**config.mk**
```make
export PLATFORM = sky130hd
export DESIGN_NAME = hazard_scoreboard
export DESIGN_NICKNAME = d
export VERILOG_FILES = /design/src/rtl/hazard_scoreboard.sv
export SDC_FILE = /design/constraint.sdc
export NUM_CORES = 1
export LEC_CHECK = 0
export CORE_UTILIZATION = 25
export CTS_BUF_LIST = sky130_fd_sc_hd__clkbuf_4 sky130_fd_sc_hd__clkbuf_8
export CTS_CLUSTER_SIZE = 14
export DETAILED_ROUTE_END_ITERATION = 16
export PLACE_DENSITY = 0.46
export SETUP_SLACK_MARGIN = 0.3
export SLEW_MARGIN = 20
export SYNTH_ARGS = -nofsm -noshare
export SYNTH_HDL_FRONTEND = slang
export SYNTH_HIERARCHICAL = 1
export SYNTH_SLANG_ARGS = --single-unit
```
**constraint.sdc**
```tcl
create_clock -name clk_i -period 4.35 [get_ports clk_i]
set_input_delay 0.6525 -clock clk_i [delete_from_list [all_inputs] [get_ports clk_i]]
set_output_delay 0.6525 -clock clk_i [all_outputs]
set_load 0.005 [all_outputs]
```
**src/rtl/hazard_scoreboard.sv**
```systemverilog
// hazard_scoreboard: per-register busy/countdown scoreboard beside the ID stage.
// Holds PC and IF_ID (and inserts an ID_EX bubble) on RAW or WAW hazards against
// register writes that are still in flight and not yet forwardable.
// Optional feature macro: HAZARD_SCOREBOARD_STATS_EN adds stall statistics outputs.

// One scoreboard entry: busy flag plus a latency countdown for a single register.
module hazard_sb_entry #(
    parameter int LAT_W = 3
) (
    input  logic             clk,
    input  logic             rst,
    input  logic             issue,   // new tracked write to this register
    input  logic [LAT_W-1:0] lat,     // latency loaded on issue
    input  logic             clr,     // early completion (wb ack)
    output logic             busy,
    output logic [LAT_W-1:0] cnt
);

    // Issue has priority over early completion; completion overrides the countdown.
    // The counter only moves while busy and nonzero, so it can never wrap.
    always_ff @(posedge clk or posedge rst) begin
        if (rst) begin
            busy <= 1'b0;
            cnt  <= '0;
        end else if (issue) begin
            busy <= 1'b1;
            cnt  <= lat;
        end else if (clr) begin
            busy <= 1'b0;
            cnt  <= '0;
        end else if (busy && (cnt != '0)) begin
            if (cnt == LAT_W'(1)) begin
                busy <= 1'b0;
                cnt  <= '0;
            end else begin
                cnt <= cnt - LAT_W'(1);
            end
        end
    end

endmodule

module hazard_scoreboard #(
    parameter int REG_ADDR_W = 5,
    parameter int LAT_W      = 3,
    parameter int STAT_W     = 32,
    localparam int NUM_REGS  = 2 ** REG_ADDR_W
) (
    input  logic                  clk_i,
    input  logic                  rst_i,
    input  logic                  id_valid_i,
    input  logic [REG_ADDR_W-1:0] id_rs1_i,
    input  logic                  id_rs1_used_i,
    input  logic [REG_ADDR_W-1:0] id_rs2_i,
    input  logic                  id_rs2_used_i,
    input  logic [REG_ADDR_W-1:0] id_rd_i,
    input  logic                  id_rd_we_i,
    input  logic [LAT_W-1:0]      id_lat_i,
    input  logic                  flush_i,
    input  logic                  wb_valid_i,
    input  logic [REG_ADDR_W-1:0] wb_rd_i,
    output logic                  stall_o,
    output logic [NUM_REGS-1:0]   busy_o
`ifdef HAZARD_SCOREBOARD_STATS_EN
    ,
    output logic [STAT_W-1:0]     stall_cycles_o,
    output logic [STAT_W-1:0]     hazard_events_o
`endif
);

    logic [NUM_REGS-1:0] busy;
    logic [NUM_REGS-1:0] issue_vec;
    logic [NUM_REGS-1:0] clr_vec;
    logic                raw1;
    logic                raw2;
    logic                waw;
    logic                issue;

    // Hazard detection is purely combinational so the stall lands in the same
    // cycle the dependent instruction sits in ID. busy[0] is tied low, so x0
    // as a source or destination never stalls.
    always_comb begin
        raw1    = id_rs1_used_i & busy[id_rs1_i];
        raw2    = id_rs2_used_i & busy[id_rs2_i];
        waw     = id_rd_we_i & busy[id_rd_i];
        stall_o = id_valid_i & ~flush_i & (raw1 | raw2 | waw);
        // Latency 0 results forward next cycle and never need tracking.
        issue   = id_valid_i & ~stall_o & ~flush_i & id_rd_we_i &
                  (id_rd_i != '0) & (id_lat_i != '0);
    end

    assign busy[0]      = 1'b0;
    assign issue_vec[0] = 1'b0;
    assign clr_vec[0]   = 1'b0;

    genvar gi;
    generate
        for (gi = 1; gi < NUM_REGS; gi++) begin : g_ent
            logic [LAT_W-1:0] cnt;

            assign issue_vec[gi] = issue & (id_rd_i == REG_ADDR_W'(gi));
            assign clr_vec[gi]   = wb_valid_i & (wb_rd_i == REG_ADDR_W'(gi));

            hazard_sb_entry #(
                .LAT_W (LAT_W)
            ) u_ent (
                .clk   (clk_i),
                .rst   (rst_i),
                .issue (issue_vec[gi]),
                .lat   (id_lat_i),
                .clr   (clr_vec[gi]),
                .busy  (busy[gi]),
                .cnt   (cnt)
            );
        end
    endgenerate

    assign busy_o = busy;

`ifdef HAZARD_SCOREBOARD_STATS_EN
    logic stall_q;

    // Stall statistics: total stalled cycles and number of distinct stall episodes
    // (a stall cycle whose predecessor was not stalled). Both wrap naturally.
    always_ff @(posedge clk_i or posedge rst_i) begin
        if (rst_i) begin
            stall_q         <= 1'b0;
            stall_cycles_o  <= '0;
            hazard_events_o <= '0;
        end else begin
            stall_q <= stall_o;
            if (stall_o)
                stall_cycles_o <= stall_cycles_o + STAT_W'(1);
            if (stall_o && !stall_q)
                hazard_events_o <= hazard_events_o + STAT_W'(1);
        end
    end
`endif

endmodule
```
---- After elaboration in Yosys (flattened, before gate mapping) ----
Index checks and enable logic that the tools add are counted.
storage, ports and cells
  input bits .............................. 31
  word-level logic and storage cells ...... 676
  output and inout bits ................... 33
  register bits after elaboration ......... 124
operators by class
  add/sub/neg operators ................... 31
  eq/ne operators ......................... 93
  reductions and logical operators ........ 157
  muxes and demuxes ....................... 254
  bitwise operators ....................... 76
  $lt $le $gt $ge ......................... 3
operators by type and width
  operator                                                                       number
  3-bit 2-to-1 mux                                                               124
  3-bit nonzero test                                                             94
  5-bit == test (second input constant)                                          32
  1-bit 2-to-1 mux                                                               127
  3-bit by 1-bit == test with 1-bit output (second input constant)               31
  3-bit by 1-bit subtractor with 3-bit output (second input constant)            31
  5-bit by 4-bit == test with 1-bit output (second input constant)               16
  1-bit AND                                                                      72
  2-bit AND reduction                                                            31
  5-bit by 3-bit == test with 1-bit output (second input constant)               8
  1-bit logical AND                                                              31
  5-bit by 2-bit == test with 1-bit output (second input constant)               4
  5-bit by 6-bit less-than comparator with 1-bit output (second input constant)  3
  1-bit binary-select mux with 5-bit select                                      3
  5-bit by 1-bit == test with 1-bit output (second input constant)               2
  5-bit nonzero test                                                             1
  1-bit inverter                                                                 2
  1-bit bitwise OR                                                               2

---- Depth between registers and ports, before layout ----
Gate-level depths: netlist (run 1).
  word-level depth ........................ 15
  depth in mapped cells ................... 13

---- Cells and area by module ----
Netlist (run 1), hierarchy kept.
by module, submodules not included
  module                                  sequential area each (um2)  area an instance (um2)  cells each  times used
  hazard_sb_entry at g_ent[10].u_ent ...  100.1                       275.3                   28          29
  hazard_scoreboard                       0.0                         1475.2                  194         1
  hazard_sb_entry at g_ent[2].u_ent       100.1                       266.5                   27          1
  hazard_sb_entry at g_ent[31].u_ent      100.1                       266.5                   29          1

---- Worst setup path before layout (run 1) ----
OpenSTA, ideal clock, no wires.
  kind .................................... input port to flip-flop
  start point ............................. input port id_rs2_i[1]
  end point ............................... register g_ent[2].u_ent.cnt[0]
  library setup time ...................... 0.080 ns
  stages .................................. 10
  setup slack ............................. 0.734 ns
  path buffers ............................ 2
  arrival ................................. 3.536 ns
  required time ........................... 4.270 ns
  path through ............................ clkbuf_1 > mux4_2 > mux2_2 > o311ai_0 > o21ai_1 > clkbuf_1 > nor4_1 > or2_1 > a21o_1 > mux2i_1
between the ends
  cells in the longest elaborated chain, start to end .. 14
ends and longest elaborated chain
  what                                                              RTL line  RTL
  from (decl)                                                       54        input logic [REG_ADDR_W-1:0] id_rs2_i,
  1-bit binary-select mux with 5-bit select *                       84        raw2 = id_rs2_used_i & busy[id_rs2_i];
  1-bit 2-to-1 mux (not written as such) *                          84
  1-bit AND *                                                       84
  1-bit bitwise OR * (2 in a row)                                   86        stall_o = id_valid_i & ~flush_i & (raw1 | raw2 | waw);
  1-bit AND *                                                       86
  1-bit inverter *                                                  88        issue = id_valid_i & ~stall_o & ~flush_i & id_rd_we_i &
  1-bit AND * (4 in a row)                                          88
  1-bit AND *                                                       89        (id_rd_i != '0) & (id_lat_i != '0);
  1-bit AND *                                                       101       assign issue_vec[gi] = issue & (id_rd_i == REG_ADDR_W'(gi));
  via issue_vec[2]                                                  72        logic [NUM_REGS-1:0] issue_vec;
  3-bit nonzero test (no line) or 3-bit 2-to-1 mux (tied branches)  -
  to (signal assigned)                                              27        cnt <= lat;
  to (signal assigned)                                              36        cnt <= cnt - LAT_W'(1);
  to (decl)                                                         16        output logic [LAT_W-1:0] cnt
The timed path passes the listed nets; every way through them passes the cells marked *. The select of a mux whose other input is x is not followed.
A chain may end at the register's enable or synchronous reset.

---- Worst setup path in the final report (run 1) ----
  start point ............................. input port id_rs2_i[1]
  end point ............................... output port stall_o
between the ends
  cells in the longest elaborated chain, start to end .. 6
ends and longest elaborated chain
  what                                       RTL line  RTL
  1-bit binary-select mux with 5-bit select  84
  1-bit 2-to-1 mux (not written as such)     84
  1-bit AND                                  84
  1-bit bitwise OR (2 in a row)              86
  1-bit AND                                  86
  to (decl)                                  62        output logic stall_o,
No other way between the ends. The select of a mux whose other input is x is not followed.

==> results_dict.tcl, run 1 <==
set metrics [dict create \
    status "finished, final reports clean" \
    synth_compound_area_share_pct 16.69 \
    rrSetupSlack_ps 1010 \
    detail-route-antenna-nets 0 \
    dp_hpwl_um 21990 \
    die_height_um 201.9 \
    num_io_pins 64 \
    finalCoreUtilization_pct 30.39 \
    drt-wirelength-per-cell_um 18.16 \
    worst_pin_slew_ps 966.4 \
    vias 8264 \
    hold_viol 0 \
    avgSynthCellArea_um2 9.408 \
    synth_flop_cell "dfrtp_1" \
    die-area_mm2 0.04077 \
    synthSimpleGateAreaFrac_pct 21.47 \
    post_synth_fa_ha_maj_area_fraction_pct 11.65 \
    synth_top_area_cell "dfrtp_1" \
    tritoncts "yes" \
    min_period_ps 3949 \
    muxShareOfSynthArea_pct 11.96 \
    synth_edf_count 0 \
    syn_inst 1062 \
    finalSetupTns_ps 0 \
    grt_setup_unrepaired "no" \
    dr.first_iter.drc_count 493 \
    grt_max_degree 32 \
    fin_crit_sh_pct 90.77 \
    grt_use_total_pct 14.92 \
    design.core.area_mm2 0.03901 \
    synth_xor_xnor_area_share_pct 0 \
    start_kind "primary input" \
    power_density_mw_per_mm2 503.2 \
    worstSetupEndpointType "primary output" \
    syn-num-nets 1186 \
    clockRootBuffer "clkbuf_8" \
    yosysWarningCount 6 \
    cap_violations 0 \
    hold_path.class "primary input to asynchronous set/reset pin" \
    dpl_worst_slack_ps 162.3 \
    dr.pass1.iters 5 \
    ir_worst_vdd_mv 0.1858 \
    ys_seq_area_share_pct 31.06 \
    holdWs_ps 524.6 \
    synth_top_area_share_pct 31.06 \
    start_util_pct 25.61 \
    critPathMaxFanout 10 \
    row_count 72 \
    slew_viol_final 0 \
    clock_path_buffers 2 \
    ctsHoldBuffers 0 \
    num-fill-cells 4040 \
    finClkSkew_ps 17.56 \
    cts_buffers 17 \
    grt_overflow 0 \
    numPortBuffers 62 \
    wirelength_um 30240 \
    drc 0 \
    area_growth_pct 18.63 \
    ys_seq_elements 124 \
    grt_pass1_wl_um 46370 \
    die_width_um 201.9 \
    antenna_found_initial 2 \
    finalWorstSetupSlack_ps 401.4 \
    synth.area.top_cells "dfrtp_1 (31%), ha_1 (12%), mux2i_1 (7.1%)" \
    final_nets 1256 \
    drive_gt1_share_pct 11.44 \
    cts_sinks 124 \
    h-tree-depth 4 \
    synth_top_family_by_area "simple AND/OR/NAND/NOR gates" \
    critPathKind "primary input to primary output" \
    reg2regPathDepth 10 \
    maxSlewHeadroom_pct 35.57 \
    fmax_mhz 253.3 \
    avgViaCountPerCell 4.963 \
    netlist_top_cells_count "dfrtp_1 (124), inv_1 (124), ha_1 (93), mux2i_1 (71), nor2_1 (67)" \
    clk_pin_slew_ps 90 \
    p_leak_nw 5.190 \
    critPathArrivalTime_ps 3300 \
    syn-cell-area_mm2 0.009991 \
    synth_cell_types 50 \
    first_global_vias 7963 \
    r2r_end "g_ent[25].u_ent/cnt[0]$_DFFE_PP0P_" \
    worstPathRequired_ps 3700 \
    gp_congestion 0.8475 \
    clock_latency_ps 470 \
    synth_async_sr_flop_share_pct 100.0 \
    rr_startpoint "g_ent[13].u_ent/busy$_DFFE_PP0P_" \
    setup_viol 0 \
]
-- stage by stage --
stage          total power, mW  cells  area, um^2
6_report                 5.964   1665       11850
5_1_grt                  6.469   1663       11850
4_1_cts                  6.024   1663       11850
3_5_place_dp             4.640   1631       11340
3_3_place_gp             4.615   1631       11340
2_1_floorplan            3.958   1062        9991
-- flip-flops by register name, summed over array words and instances, names as in the netlist --
signal / count
g_ent.u_ent/busy: 31
g_ent.u_ent/cnt: 93
-- critical path, cell delays in order --
cell and delay, ps:
clkdlybuf4s50_1 520, buf_4 230, mux4_2 550, mux2_2 280
o311ai_1 280, o21ai_2 130, o21a_1 180, clkdlybuf4s50_1 480
-- layout by cell type (no fill, tap or decap), types with 32 or more instances in the layout --
cell type	synthesis	layout
nor3_1	33	33
nor2_1	67	67
nor3b_1	32	32
a22oi_1	33	33
nor2b_1	40	40
mux2i_1	71	71
inv_1	124	124
a21oi_1	32	32
buf_4	2	43
nand2_1	47	47
ha_1	93	93
dfrtp_1	124	124
clkdlybuf4s50_1	0	58
-- layer usage --
layer / global-route usage (%) / share of wire (%) / vias to the layer above
met5: 0 / 0 / -
met4: 3.707 / 1.0 / 0
met3: 3.128 / 6.8 / 19
met2: 24.15 / 46 / 231
met1: 20.14 / 46 / 4026
li1: - / - / 3988
-- worst max path at each step --
stage,start,end,depth (start not counted)
2_1_floorplan,id_rs2_i[1],g_ent[2].u_ent/cnt[0]$_DFFE_PP0P_,10
4_1_cts,id_rs2_i[1],stall_o,8
3_3_place_gp,id_rs1_i[0],g_ent[7].u_ent/cnt[0]$_DFFE_PP0P_,13
6_report,id_rs2_i[1],stall_o,8
5_1_grt,id_rs2_i[1],stall_o,8
3_5_place_dp,id_rs1_i[0],g_ent[7].u_ent/cnt[1]$_DFFE_PP0P_,12
-- cell families after synthesis --
| kind of cell | Yosys count |
|---|---|
| and+or+nand+nor | 341 |
| AOI/OAI and AO/OA | 231 |
| buffers and inverters | 179 |
| DFF | 124 |
| muxes | 93 |
| adders and majority gates | 93 |
| other | 1 |
-- area by class of cell --
cell class | instances | area, um^2 | area share, %
Timing Repair Buffer | 106 | 943.4 | 7.959
Multi-Input combinational cell | 759 | 6178 | 52.13
Clock buffer | 20 | 269.0 | 2.270
Tap cell | 518 | 648.1 | 5.468
Clock inverter | 12 | 240.2 | 2.027
Antenna cell | 2 | 5.005 | 0.04223
Inverter | 124 | 465.4 | 3.927
Sequential cell | 124 | 3103 | 26.18
-- where the power goes --
| group | switching (mW) | internal, mW |
|---|---|---|
| combinational | 1.36 | 1.30 |
| clock | 0.513 | 0.832 |
| sequential | 0.360 | 1.61 |
| total | 2.23 | 3.73 |
-- repair_timing --
item / in CTS / in global routing
endpoints found under the setup margin: 1 / 0
resized for setup: 1 / 0
buffers inserted: 0 / 0
(Power assumes the default switching activity.)
==> run 2, diff against run 1 <==
--- a/config.mk
+++ b/config.mk
@@ -5,6 +5,7 @@
 export SDC_FILE = /design/constraint.sdc
 export NUM_CORES = 1
 export LEC_CHECK = 0
+export CORE_MARGIN = 4
 export CORE_UTILIZATION = 25
 export CTS_BUF_LIST = sky130_fd_sc_hd__clkbuf_4 sky130_fd_sc_hd__clkbuf_8
 export CTS_CLUSTER_SIZE = 14
==> run 2 against run 1 <==
Die area up 6.0%. Critical path depth up 1. Sequential power about the same. Clock skew down 3.0 ps. Critical endpoint unchanged. Design area down 0.40%. Global-route usage down 1.0 points. Non-clock buffer count up 2. Largest power group unchanged. Sequential share of layout area up 0.11 points. Clock power down 13%. Final cell count down 0.12%. Routed wire length up 0.80%.
==> results_dict.tcl, run 2 (synthesized netlist as in run 1, its figures left out) <==
set metrics [dict create \
    p_total_mw 5.784 \
    final_nets 1258 \
    avgViaCountPerCell 4.979 \
    worstPathRequired_ps 3700 \
    first_global_vias 8038 \
    grt_max_degree 32 \
    reg2regPathDepth 10 \
    slew_viol_final 0 \
    clockRootBuffer "clkbuf_8" \
    min_period_ps 3911 \
    rrSetupSlack_ps 1010 \
    num_io_pins 64 \
    dr.pass1.iters 5 \
    fmax_mhz 255.7 \
    grt_overflow 0 \
    critPathKind "primary input to primary output" \
    ir_worst_vdd_mv 0.1490 \
    wirelength_um 30480 \
    numPortBuffers 62 \
    multi_input_area_mm2 0.006180 \
    hold_path.class "primary input to asynchronous set/reset pin" \
    row_count 72 \
    worstSetupEndpointType "primary output" \
    clk_pin_slew_ps 80 \
    die_height_um 207.9 \
    finalCoreUtilization_pct 30.19 \
    area_growth_pct 18.16 \
    dp_hpwl_um 22300 \
    ff_latch_area_mm2 0.003103 \
    dpl_worst_slack_ps 226.0 \
    start_util_pct 25.55 \
    grt_pass1_wl_um 47170 \
    fin_crit_sh_pct 89.90 \
    critPathArrivalTime_ps 3260 \
    dr.first_iter.drc_count 561 \
    diodes 0 \
    gp_congestion 0.7979 \
    num-fill-cells 4106 \
    critPathMaxFanout 8 \
    start_kind "primary input" \
    ctsHoldBuffers 0 \
    largest-register "g_ent.u_ent/cnt" \
    finalWorstSetupSlack_ps 439.4 \
    drive_gt1_share_pct 11.44 \
    drc 0 \
    die-area_mm2 0.04323 \
    tritoncts "yes" \
    grt_use_total_pct 13.88 \
    cts_buffers 17 \
    vias 8280 \
    finalSetupTns_ps 0 \
    cap_violations 0 \
    drt-wirelength-per-cell_um 18.33 \
    mostFrequentLayoutCells "inv_1 (124), dfrtp_1 (124), ha_1 (93)" \
    cts_sinks 124 \
    worst_pin_slew_ps 969.8 \
    rr_startpoint "g_ent[12].u_ent/busy$_DFFE_PP0P_" \
    clock_latency_ps 450 \
    p_leak_nw 5.186 \
    postCtsSetupBuffers 0 \
    power_density_mw_per_mm2 489.9 \
    clock_path_buffers 2 \
    grt_setup_unrepaired "no" \
    hold_viol 0 \
    finClkSkew_ps 14.60 \
    status "finished, final reports clean" \
    reg_top3 "g_ent.u_ent/cnt: 93 flops, g_ent.u_ent/busy: 31 flops" \
    setup_viol 0 \
    die_width_um 207.9 \
    h-tree-depth 4 \
    design.core.area_mm2 0.03910 \
    r2r_end "g_ent[23].u_ent/cnt[0]$_DFFE_PP0P_" \
    antenna_found_initial 2 \
    largest_register_ff_count 93 \
    detail-route-antenna-nets 0 \
    maxSlewHeadroom_pct 35.35 \
]
-- run 2: cell types whose count changed in the layout (fill, tap and decap cells not counted), sizes merged, moves of 2 or more --
cell	change
bufinv	-3
buf	+2
diode	-2
clkbuf	+3
-- run 2: through the flow --
step	instance area, um^2	hold slack, ps	instances
global route	11810	567.1	1663
global placement	11370	543.2	1633
detailed placement	11370	552.4	1633
floorplan	9991	418.6	1062
finish	11810	545.6	1663
CTS	11800	547.5	1663
-- run 2: cell type report --
type | count | area share (%)
Clock buffer | 23 | 2.523
Sequential cell | 124 | 26.29
Timing Repair Buffer | 108 | 8.246
Multi-Input combinational cell | 759 | 52.35
Inverter | 124 | 3.943
Tap cell | 518 | 5.490
Clock inverter | 7 | 1.166
-- run 2: routing by layer --
metal / vias up / wire (um) / GRT usage (%)
li1: 3995 / - / -
met1: 4078 / 14850 / 19.87
met2: 179 / 13810 / 21.94
met3: 26 / 1414 / 2.606
met4: 2 / 388 / 2.945
met5: - / 13 / 0
-- run 2: worst max path at each step --
| stage | start | endpoint | slack [ps] |
|---|---|---|---|
| after floorplan | id_rs2_i[1] | g_ent[2].u_ent/cnt[0]$_DFFE_PP0P_ | 730 |
| after global placement | id_rs2_i[1] | g_ent[26].u_ent/cnt[1]$_DFFE_PP0P_ | 220 |
| after detailed placement | id_rs1_i[0] | g_ent[19].u_ent/cnt[0]$_DFFE_PP0P_ | 230 |
| after CTS | id_rs2_i[1] | stall_o | 390 |
| after global routing | id_rs2_i[0] | stall_o | 360 |
| final | id_rs2_i[0] | stall_o | 440 |
-- run 2: where the power goes --
part | total, mW | internal [mW] | switching, mW | leakage [nW]
clock | 1.17 | 0.682 | 0.493 | 0.222
sequential | 1.97 | 1.61 | 0.364 | 1.46
combinational | 2.64 | 1.30 | 1.34 | 3.50
-- run 2: critical path, stage by stage --
cell	delay (ps)
clkdlybuf4s50_1	580
buf_4	200
and3b_1	190
a2111oi_1	380
nor3_1	110
o311ai_1	340
o21ai_2	130
o21a_1	210
clkdlybuf4s50_1	460
-- run 2: timing repair --
action / in CTS / in global routing
pin swaps: 0 / 0
gates cloned: 0 / 0
endpoints found under the setup margin: 1 / 1
gates resized for setup: 1 / 2
